## config.mk

```make
export PLATFORM = sky130hd
export DESIGN_NAME = reg_in_fifo
export DESIGN_NICKNAME = d
export VERILOG_FILES = /design/src/rtl/reg_in_fifo.sv
export SDC_FILE = /design/constraint.sdc
export NUM_CORES = 1
export LEC_CHECK = 0
export CAP_MARGIN = 20
export CORE_MARGIN = 2
export CORE_UTILIZATION = 30
export CTS_CLUSTER_DIAMETER = 100
export DETAILED_ROUTE_END_ITERATION = 12
export SYNTH_ARGS = -nofsm -noshare
export SYNTH_HDL_FRONTEND = slang
export SYNTH_SLANG_ARGS = --single-unit
export TNS_END_PERCENT = 30
```

## constraint.sdc

```tcl
create_clock -name clock -period 2 [get_ports clock]
set_input_delay 0.2 -clock clock [delete_from_list [all_inputs] [get_ports clock]]
set_output_delay 0.2 -clock clock [all_outputs]
set_load 0.02 [all_outputs]
```

## src/rtl/reg_in_fifo.sv

```systemverilog
// Input-port receive stage: valid/ready producer side feeding a small FIFO that
// delivers one word per IN instruction into stage x2. Optional macro REG_IN_BYPASS_EN.
module reg_in_fifo #(
  parameter int DATA_W = 16,
  parameter int DEPTH  = 4,
  parameter int ADDR_W = $clog2(DEPTH)
) (
  input  logic              clock,
  input  logic              reset_n,
  input  logic [DATA_W-1:0] datain,
  input  logic              datainv,
  output logic              datainrdy,
  input  logic              rdreqx1,
  input  logic              stalled,
  output logic [DATA_W-1:0] datainx2,
  output logic              datainvx2,
  output logic              starvex2,
  output logic [ADDR_W:0]   levelx
);

  localparam logic [ADDR_W:0]   CNT_ONE  = (ADDR_W+1)'(1);
  localparam logic [ADDR_W:0]   CNT_FULL = (ADDR_W+1)'(DEPTH);
  localparam logic [ADDR_W-1:0] PTR_ONE  = ADDR_W'(1);

  logic [DATA_W-1:0] mem [DEPTH];
  logic [ADDR_W-1:0] wr_ptr, rd_ptr;
  logic [ADDR_W:0]   count, count_next;
  logic              push, pop_req, pop, bypass, wr_en, empty;

  always_comb begin
    empty   = (count == '0);
    push    = datainv && datainrdy;
    pop_req = rdreqx1 && !stalled;
    pop     = pop_req && !empty;
`ifdef REG_IN_BYPASS_EN
    // Empty FIFO with a coinciding push and request: forward datain, skip the write.
    bypass  = pop_req && empty && push;
`else
    bypass  = 1'b0;
`endif
    wr_en   = push && !bypass;
    unique case ({wr_en, pop})
      2'b10:   count_next = count + CNT_ONE;
      2'b01:   count_next = count - CNT_ONE;
      default: count_next = count;
    endcase
  end

  always_ff @(posedge clock) begin
    if (wr_en) mem[wr_ptr] <= datain;
  end

  always_ff @(posedge clock or negedge reset_n) begin
    if (!reset_n) begin
      wr_ptr    <= '0;
      rd_ptr    <= '0;
      count     <= '0;
      datainrdy <= 1'b0;
      datainx2  <= '0;
      datainvx2 <= 1'b0;
      starvex2  <= 1'b0;
    end else begin
      if (wr_en) wr_ptr <= wr_ptr + PTR_ONE;
      if (pop)   rd_ptr <= rd_ptr + PTR_ONE;
      count     <= count_next;
      datainrdy <= (count_next < CNT_FULL);
      // While stalled all x2 outputs freeze; pop is already blocked via pop_req.
      if (!stalled) begin
        datainvx2 <= pop || bypass;
        starvex2  <= pop_req && !pop && !bypass;
        if (pop)         datainx2 <= mem[rd_ptr];
        else if (bypass) datainx2 <= datain;
      end
    end
  end

  assign levelx = count;

endmodule

```

## Word-level counts from Yosys, hierarchy flattened

Memory sizes are Yosys's and may differ from the RTL's. A register that Yosys moved wholly into a read port is not among the register bits.
Index checks and enable logic that the tools add are counted.

- Output and inout port bits: 22
- Bits of input ports: 21
- Memories: 1
- Flip-flop bits (word level): 10
- Bits in writable memories: 64

Memory list:

| memory | depth | width | rd ports | clocked after Yosys merged registers in | wr ports | RTL line | RTL |
|---|---|---|---|---|---|---|---|
| mem | 4 | 16 | 1 | 1 | 1 | 25 | `logic [DATA_W-1:0] mem [DEPTH];` |

- Reductions and logical operators: 10
- Bitwise logic cells: 1
- Order comparisons: 1
- Muxes and demuxes: 3
- $add $sub $neg: 4
- Equal/unequal tests: 2

Operators by type and width:

| kind | count |
|---|---|
| 3-bit one-hot mux with 2 select lines | 1 |
| 2-bit by 1-bit adder with 2-bit output, second input constant | 2 |
| 1-bit logical AND | 4 |
| 1-bit logical NOT | 4 |
| 3-bit by 1-bit adder with 3-bit output, second input constant | 1 |
| 3-bit logical NOT | 1 |
| 3-bit less-than comparator, second input constant | 1 |
| 3-bit by 1-bit subtractor with 3-bit output, second input constant | 1 |
| 2-bit by 1-bit equality test with 1-bit output, second input constant | 1 |
| 2-bit equality test, second input constant | 1 |
| 1-bit two-way mux | 2 |
| 2-bit AND reduction | 1 |
| 1-bit NOT | 1 |

## Longest topological paths before layout

Gate-level depths: netlist of the first run.

- Depth in word-level cells: 6
- Gate-level depth with buffers: 9

## Worst setup path after synthesis of the first run

Ideal clock, no wire load.

- Path kind: register -> register
- Start point: register (tool-made name)
- End point: register (tool-made name)
- Library setup time: 0.080 ns
- Arrival: 2.152 ns
- Period minus slack after synthesis: 2.232 ns
- Cell stages (with the launch flop): 10
- Setup slack: -0.232 ns
- Cell sequence: dfrtp_1 nor3_2 nor2b_1 buf_4 buf_4 ha_1 fa_1 xnor2_1 nor2_1 xor2_1

==> results of run 1 <==
==> sequential cells by signal, summed over array words and instances (netlist names), named ones only <==
name       cells
levelx         2
wr_ptr         2
datainvx2      1
datainrdy      1
starvex2       1
rd_ptr         2
datainx2      16
mem           64
==> cell families after synthesis <==
family          synth area share [%]
xor+xnor                       1.760
compound gates                0.4671
flops                          73.85
buf+inv                        1.796
fa+ha+maj                      2.371
simple gates                   1.867
mux                            17.89
==> power by group through the flow <==
stage / Clock, mW / Combinational [mW] / Sequential (mW)
after floorplan: 0 / 1.10 / 2.97
after global placement: 0 / 2.12 / 2.76
after detailed placement: 0 / 2.15 / 2.78
after CTS: 1.93 / 2.15 / 2.74
after global routing: 2.02 / 2.27 / 2.80
final: 1.89 / 2.10 / 2.74
==> how the worst min path moves through the flow <==
stage               cells past startpoint                 endpoint  slack, ns
CTS                                     2  datainx2[0]$_DFFE_PN0P_       0.26
global placement                        1    datainvx2$_DFFE_PN0N_       0.47
global route                            2  datainx2[4]$_DFFE_PN0P_       0.27
detailed placement                      1    datainvx2$_DFFE_PN0N_       0.48
floorplan                               0                async pin       -0.1
finish                                  2  datainx2[0]$_DFFE_PN0P_       0.25
==> per-stage QoR <==
step                setup WS [ns]  power [mW]  hold WS [ns]
floorplan                -0.07271       4.072      -0.09559
global placement          0.02896       4.879        0.4676
detailed placement      -0.005618       4.925        0.4785
CTS                        0.1125       6.826        0.2583
global route              0.06113       7.094        0.2683
finish                     0.1922       6.725        0.2536
==> cell type report <==
class / count / share of cell area [%]
inverter: 2 / 0.1663
multi-input combinational: 59 / 19.32
tap: 143 / 3.965
clock buffer: 10 / 5.073
clock inverter: 6 / 2.495
sequential: 90 / 57.06
timing repair buffer: 56 / 11.92
==> routing by layer <==
layer | wire length (um) | GRT usage, %
met5 | 0 | 0
met4 | 51 | 3.457
met3 | 286 | 3.702
met2 | 3037 | 16.77
met1 | 2568 | 12.61
==> cells in the final DEF (no fill, tap or decap), types with 4 or more instances in the layout <==
cell / instances
clkbuf_16: 9
edfxtp_1: 64
mux4_1: 8
clkdlybuf4s50_1: 42
xnor2_1: 4
mux2_4: 8
dfrtp_1: 24
mux2_2: 10
ha_1: 4
mux4_2: 8
buf_4: 13
and3_1: 4
==> worst max-delay path, delay by kind of cell, from the launching register on <==
kind	cells	cell delay, ns
simple gates	3	0.51
fa+ha+maj	2	0.49
flops	1	0.44
xor+xnor	2	0.28
==> impl_metrics.ini, run 1 <==
[status]
status = finished clean

[critical_path]
worstPathCellList = nor3_4 > nor2b_2 > ha_4 > fa_2 > xnor2_1 > nor2_1 > xor2_1
reg2reg_from = levelx[1]$_DFFE_PN0N_
slowest_stage = dfrtp_2
rrSetupSlack_ns = 0.19
worstSetupStartpoint = levelx[1]$_DFFE_PN0N_
worstSetupStartpointType = flop
cp_max_fo = 4
worst_ep_arrival_time_ns = 2.06
cpPeakStageDelay_ns = 0.44
crit_required_ns = 2.25
r2r_cells = 7
worstSetupPathType = flop to flop
crit_path_end_kind = flop

[hold_path]
holdCritPathClass = input port to async pin

[detailed_routing]
wl_per_cell_um = 16.24
drt_iter0_drc = 96
drc = 0
via_per_inst = 4.484
wl_mm = 5.943
routed-via-count = 1641
dr.pass1.iters = 4
ant_nets = 0

[yosys]
yosysTopAreaCell = edfxtp_1
async_flop_share_pct = 28.89
syn_avg_cell_area_um2 = 22.19
synth_ff_type = edfxtp_1
synth_nets = 184
synth-seq-area-share_pct = 73.85
yosysWarnings = 0
synth.area.top_cells = edfxtp_1 55%, dfrtp_1 19%, mux4_1 6.0%
synth_most_common_cell = edfxtp_1
synthDistinctLibCells = 24
yosys-top-cells-count = 64 x edfxtp_1, 26 x dfrtp_1, 10 x mux2_2
yosysTopAreaCellShare_pct = 55.17
synthesis.area_um2 = 3483
synth-seq-cells = 90
synth_edf_count = 64
syn_inst = 157

[global_route]
grt_pass1_wl_mm = 9.418
grt_pass1_vias = 1725
grt_usage_pct = 10.22
grt_remaining_overflow = 0
grt_start_max_net_pins = 27
antenna_found_initial = 0

[pwr]
p_sw_share_pct = 27.31
power_frac_comb_pct = 31.3
p_per_area_nw_per_um2 = 1490
pwr-share-seq_pct = 40.7
p_switching_mw = 1.837
internal_power_mw = 4.888
p_leak_nw = 1.660
clkPwrFrac_pct = 28.0
peakVddDrop_uv = 697.4

[job]
drv_cap = 0

[sta]
max_freq_mhz = 553.2
tns_ns = 0
skew_ns = 0.005252
setup_viol = 0
hold_violations = 0
post-route-min-period_ns = 1.808
relSlewSlack_pct = 74.82
worst_slew_pin_slew_ns = 0.3777
rsz0062_at_grt = no
slew_viol_final = 0
min_period_over_period_pct = 90.39

[placed_design]
placedCellCount = 350
port_buffers = 42
dp_hpwl_mm = 3.736
dpl_cell_area_um2 = 4165
gp_congestion = 0.6523

[clock_network]
clock_latency_ns = 0.33
h-tree-depth = 3
clk_path_buf_depth = 2
post_cts_resized = 0
cts_buffers = 9
cts_tree = built
cts_sinks = 90
clk_pin_slew_ns = 0.06
cts_hold_buf = 0
post_cts_buffers = 0
cts_root_buf = clkbuf_16

[finish]
diodes = 0
finalInstanceArea_um2 = 4513
multi_input_area_um2 = 872.1
drive_gt1_share_pct = 27.80
syn_to_final_growth_pct = 29.56
fill_cells = 1036
fin_util_pct = 39.69
stdcell_count = 366
regArea_um2 = 2575
final_nets = 245

[floorplan]
fp.dieH_um = 111.8
coreArea_um2 = 11370
pin_count = 43
start_util_pct = 30.64
std_cell_rows = 39
fp.dieW_um = 111.8
die_area_um2 = 12490
Note: power is estimated with default switching activity, not from simulation.
==> run 2: changes to the inputs <==
==> constraint.sdc (replaced) <==
create_clock -name clock -period 1.9 [get_ports clock]
set_input_delay 0.19 -clock clock [delete_from_list [all_inputs] [get_ports clock]]
set_output_delay 0.19 -clock clock [all_outputs]
set_load 0.02 [all_outputs]
==> run 2 against run 1 <==
Against the previous run:
- clock power decreased by 7%
- final cell count is the same
- clock skew hardly changed
- utilization decreased by 0.37 points
- sequential power grew 4%
- routed wire length rose by 3.0%
==> impl_metrics.ini, run 2 (same netlist as run 1, synthesis figures left out) <==
[detailed_routing]
wl_mm = 6.122
dr.pass1.iters = 4
drc = 0
routed-via-count = 1654
drt_iter0_drc = 66
ant_nets = 0
via_per_inst = 4.519
wl_per_cell_um = 16.73

[pwr]
pwr-share-seq_pct = 41.6
peakVddDrop_uv = 588.1
internal_power_mw = 4.871
p_per_area_nw_per_um2 = 1533
p_switching_mw = 1.984
p_leak_nw = 1.634
power_frac_comb_pct = 32.9
total_power_mw = 6.855
clkPwrFrac_pct = 25.6
p_sw_share_pct = 28.94

[sta]
post-route-min-period_ns = 1.769
min_period_over_period_pct = 93.11
rsz0062_at_grt = no
setup_ws_ns = 0.1310
max_freq_mhz = 565.3
relSlewSlack_pct = 75.06
skew_ns = 0.005699
setup_viol = 0
hold_violations = 0
slew_viol_final = 0
worst_slew_pin_slew_ns = 0.3742

[finish]
stdcell_count = 366
mostFrequentLayoutCell = edfxtp_1
fill_cells = 1043
final_cell_mix = 64 x edfxtp_1, 42 x clkdlybuf4s50_1, 24 x dfrtp_1
final_nets = 245
largest_register = mem
syn_to_final_growth_pct = 28.34
drive_gt1_share_pct = 29.15
top_regs = mem x64, datainx2 x16
largest_reg_flops = 64
diodes = 0

[placed_design]
dp_hpwl_mm = 3.872
gp_congestion = 0.6630
port_buffers = 42
dp_slack_ns = -0.1138
placedCellCount = 350

[clock_network]
h-tree-depth = 3
clock_latency_ns = 0.33
clk_path_buf_depth = 2
cts_hold_buf = 0
cts_sinks = 90
cts_buffers = 9
cts_tree = built
clk_pin_slew_ns = 0.06
cts_root_buf = clkbuf_16
post_cts_buffers = 0

[floorplan]
coreArea_um2 = 11370
std_cell_rows = 39
start_util_pct = 30.64
fp.dieW_um = 111.8
pin_count = 43
die_area_um2 = 12490
fp.dieH_um = 111.8

[critical_path]
worst_ep_arrival_time_ns = 2.02
cp_top_family = adder cells
cpPeakStageDelay_ns = 0.45
slowest_stage = dfrtp_2
worstSetupStartpointType = flop
cp_max_fo = 4
crit_required_ns = 2.15
crit_path_end_kind = flop
worstPathCellList = nor3_4 > nor2b_2 > ha_4 > fa_2 > xnor2_2 > nor2_2 > xor2_1
worstSetupPathType = flop to flop
crit_buf_inv = 0

[global_route]
grt_usage_pct = 10.50
grt_remaining_overflow = 0
grt_pass1_wl_mm = 9.708
antenna_found_initial = 0
grt_start_max_net_pins = 27
grt_pass1_vias = 1774

[hold_path]
holdCritPathClass = input port to async pin

[job]
drv_cap = 0

[status]
status = finished clean
==> run 2: cell count changes in the layout (fill, tap and decap cells not counted), sizes merged <==
cell	delta
bufinv	-2
clkbuf	-1
clkinv	+1
clkinvlp	+2
==> run 2: what timing repair did <==
action / in CTS / in global routing
hold endpoints to repair: 0 / 0
gates resized for setup: 0 / 3
setup endpoints to repair: 0 / 2
==> run 2: layer usage <==
metal / track usage, % / wire length, um
met1: 12.99 / 2631
met5: 0 / 0
met2: 17.86 / 3239
met3: 3.266 / 184
met4: 2.963 / 68
==> run 2: per-stage QoR <==
| step | utilization [%] | setup TNS, ns | instance area, um^2 | hold WS, ns |
|---|---|---|---|---|
| after global routing | 39.32 | 0 | 4471 | 0.2594 |
| after CTS | 39.18 | 0 | 4454 | 0.2480 |
| after floorplan | - | -0.4193 | 3508 | -0.1056 |
| after detailed placement | 36.52 | -0.2647 | 4153 | 0.4927 |
| after global placement | 36.52 | -0.2441 | 4153 | 0.4670 |
| final | 39.32 | 0 | 4471 | 0.2444 |
==> run 2: final timing paths <==
path | startpoint | endpoint | slack, ns | cells past startpoint
worst min register to register | datainvx2$_DFFE_PN0N_ | datainvx2$_DFFE_PN0N_ | 0.50 | 1
min in group clock | datain[6] | mem[2][6]$_DFFE_PP_ | 0.49 | 1
worst min-delay path | reset_n | datainx2[0]$_DFFE_PN0P_ | 0.24 | 2
max in group asynchronous | reset_n | async pin | 1.36 | 2
worst max-delay path | flop | flop | 0.13 | 7
worst max register to register | flop | flop | 0.13 | 7
==> run 2: power by group through the flow <==
stage | Clock, mW | Sequential [mW] | Combinational (mW)
floorplan | 0 | 3.13 | 1.16
global placement | 0 | 2.87 | 2.23
detailed placement | 0 | 2.89 | 2.26
CTS | 1.81 | 2.85 | 2.27
global route | 1.90 | 2.92 | 2.43
finish | 1.75 | 2.85 | 2.25
==> run 2: layout make-up <==
| cell class | instances | area, um^2 | share of cell area (%) |
|---|---|---|---|
| tap | 143 | 178.9 | 4.002 |
| sequential | 90 | 2575 | 57.60 |
| clock inverter | 7 | 76.32 | 1.707 |
| timing repair buffer | 56 | 525.5 | 11.75 |
| inverter | 2 | 7.507 | 0.1679 |
| multi-input combinational | 59 | 882.1 | 19.73 |
| clock buffer | 9 | 225.2 | 5.038 |
==> run 3: changes to the inputs <==
--- a/config.mk
+++ b/config.mk
@@ -5,11 +5,13 @@
 export SDC_FILE = /design/constraint.sdc
 export NUM_CORES = 1
 export LEC_CHECK = 0
+export ABC_AREA = 1
 export CAP_MARGIN = 20
 export CORE_MARGIN = 2
 export CORE_UTILIZATION = 30
 export CTS_CLUSTER_DIAMETER = 100
 export DETAILED_ROUTE_END_ITERATION = 12
+export GPL_ROUTABILITY_DRIVEN = 0
 export SYNTH_ARGS = -nofsm -noshare
 export SYNTH_HDL_FRONTEND = slang
 export SYNTH_SLANG_ARGS = --single-unit
==> run 3 against run 2 <==
Against the previous run:
- setup slack better by 0.030 ns
- clock-buffer cell count unchanged
- combinational power up 10%
- first-iteration DRC count up 41%
- critical path type unchanged
- largest power group unchanged
==> impl_metrics.ini, run 3 <==
[status]
status = finished clean

[critical_path]
worst_ep_arrival_time_ns = 1.98
crit_path_end_kind = flop
crit_buf_inv = 1
worstSetupPathType = flop to flop
worstSetupStartpointType = flop
cp_top_family = simple AND/OR/NAND/NOR gates
worstPathCellList = nor2_4 > a21oi_4 > ha_4 > fa_2 > or2_4 > nand3_1 > nand2_1 > nand2_1 > inv_1
path_common_cell = nand2_1
cp_max_fo = 4
crit_required_ns = 2.14
cpPeakStageDelay_ns = 0.45
slowest_stage = dfrtp_2

[job]
drv_cap = 0

[yosys]
synthesis.area_um2 = 3851
yosysTopAreaCellShare_pct = 49.90
synth_nets = 406
synthDistinctLibCells = 22
synth_ff_type = edfxtp_1
yosys-top-cells-count = 144 x nand2_1, 73 x inv_1, 64 x edfxtp_1
synth-seq-area-share_pct = 66.80
yosysWarnings = 0
synth-seq-cells = 90
yosysTopAreaCell = edfxtp_1
async_flop_share_pct = 28.89
syn_inst = 379
synth.area.top_cells = edfxtp_1 50%, dfrtp_1 17%, nand2_1 14%
syn_avg_cell_area_um2 = 10.16
synth_most_common_cell = nand2_1
synth_edf_count = 64

[pwr]
p_switching_mw = 2.547
pwr-share-seq_pct = 40.1
clkPwrFrac_pct = 24.8
total_power_mw = 7.062
peakVddDrop_uv = 519.7
p_sw_share_pct = 36.07
internal_power_mw = 4.515
p_per_area_nw_per_um2 = 1458
power_frac_comb_pct = 35.1
p_leak_nw = 2.220

[clock_network]
clk_pin_slew_ns = 0.07
post_cts_resized = 0
cts_root_buf = clkbuf_16
post_cts_buffers = 0
cts_sinks = 90
cts_buffers = 9
clk_path_buf_depth = 2
clock_latency_ns = 0.34
cts_hold_buf = 0
cts_tree = built
h-tree-depth = 3

[finish]
top_regs = mem x64, datainx2 x16
drive_gt1_share_pct = 9.977
syn_to_final_growth_pct = 25.76
diodes = 0
largest_reg_flops = 64
largest_register = mem
finalInstanceArea_um2 = 4843
final_nets = 463
final_cell_mix = 144 x nand2_1, 73 x inv_1, 64 x edfxtp_1
stdcell_count = 613
mostFrequentLayoutCell = nand2_1

[placed_design]
dp_hpwl_mm = 4.756
dpl_cell_area_um2 = 4544
placedCellCount = 597
port_buffers = 42

[detailed_routing]
drt_iter0_drc = 93
dr.pass1.iters = 4
wl_mm = 7.565
ant_nets = 0
routed-via-count = 2478
wl_per_cell_um = 12.34
drc = 0
via_per_inst = 4.042

[floorplan]
die_area_um2 = 13760
std_cell_rows = 41
start_util_pct = 30.64
fp.dieW_um = 117.3
coreArea_um2 = 12570
fp.dieH_um = 117.3
pin_count = 43

[sta]
whs_ns = 0.2347
setup_viol = 0
hold_violations = 0
rsz0062_at_grt = no
worst_slew_pin_slew_ns = 0.5757
tns_ns = 0
post-route-min-period_ns = 1.739
relSlewSlack_pct = 61.57
min_period_over_period_pct = 91.50
max_freq_mhz = 575.2
slew_viol_final = 0
skew_ns = 0.007245

[hold_path]
holdCritPathClass = input port to async pin

[global_route]
grt_pass1_wl_mm = 12.39
antenna_found_initial = 0
grt_usage_pct = 11.69
grt_start_max_net_pins = 35
grt_pass1_vias = 2451
grt_remaining_overflow = 0
## run 3: cell count changes after synthesis, moves of 6 or more
cell,previous run,this run
nand3_1,0,33
mux2_4,8,0
inv_1,2,73
mux4_1,8,0
nor2_1,1,7
mux4_2,8,0
nand2_1,1,144
mux2_2,10,0
## run 3: worst paths after layout
path | startpoint | endpoint | slack, ns | cells after the start
max in group asynchronous | reset_n | levelx[1]$_DFFE_PN0N_ | 1.36 | 2
worst max register to register | levelx[0]$_DFFE_PN0N_ | datainrdy$_DFF_PN0_ | 0.16 | 9
worst min register to register | datainx2[6]$_DFFE_PN0P_ | datainx2[6]$_DFFE_PN0P_ | 0.48 | 2
min in group clock | datain[14] | mem[2][14]$_DFFE_PP_ | 0.47 | 1
worst max-delay path | levelx[0]$_DFFE_PN0N_ | datainrdy$_DFF_PN0_ | 0.16 | 9
worst min-delay path | reset_n | datainx2[2]$_DFFE_PN0P_ | 0.23 | 2
## run 3: worst register-to-register path, cell delays in order, from the launching register on
cell	delay [ns]
dfrtp_2	0.45
nor2_4	0.15
a21oi_4	0.08
ha_4	0.17
fa_2	0.33
or2_4	0.23
nand3_1	0.06
nand2_1	0.05
nand2_1	0.07
inv_1	0.04
## run 3: cell type report
class	count	area (um^2)
Tap cell	172	215.2
Clock inverter	7	73.82
Inverter	76	285.3
Timing Repair Buffer	58	540.5
Fill cell	1221	7725
Multi-Input combinational cell	201	928.4
Sequential cell	90	2575
Clock buffer	9	225.2
## run 3: cell families after synthesis
kind of cell    after synthesis  share of synthesized area (%)
simple gates                189                          20.11
xor+xnor                      2                         0.4549
compound gates                4                         0.8122
buf+inv                      88                          9.681
flops                        90                          66.80
fa+ha+maj                     6                          2.144
## run 3: stage by stage
step / setup slack [ns] / utilization (%)
6_report: 0.1614 / 38.54
3_3_place_gp: -0.008993 / 36.16
5_1_grt: 0.07154 / 38.54
3_5_place_dp: -0.03461 / 36.16
2_1_floorplan: -0.002526 / -
4_1_cts: 0.1448 / 38.54
## run 3: power by group through the flow
stage / logic (mW) / registers (mW) / clock network [mW]
CTS: 2.51 / 2.83 / 1.80
floorplan: 1.37 / 3.10 / 0
finish: 2.48 / 2.83 / 1.75
global route: 2.77 / 2.88 / 1.89
detailed placement: 2.49 / 2.88 / 0
global placement: 2.44 / 2.87 / 0
## run 3: layer usage
metal | vias to the layer above | share of wire (%) | wire length [um] | GRT usage [%]
met5 | - | 0 | 0 | 0
met2 | 50 | 48 | 3641 | 19.52
met3 | 5 | 5.4 | 407 | 3.891
li1 | 1284 | - | - | -
met4 | 0 | 0.95 | 72 | 3.840
met1 | 1139 | 46 | 3443 | 14.26
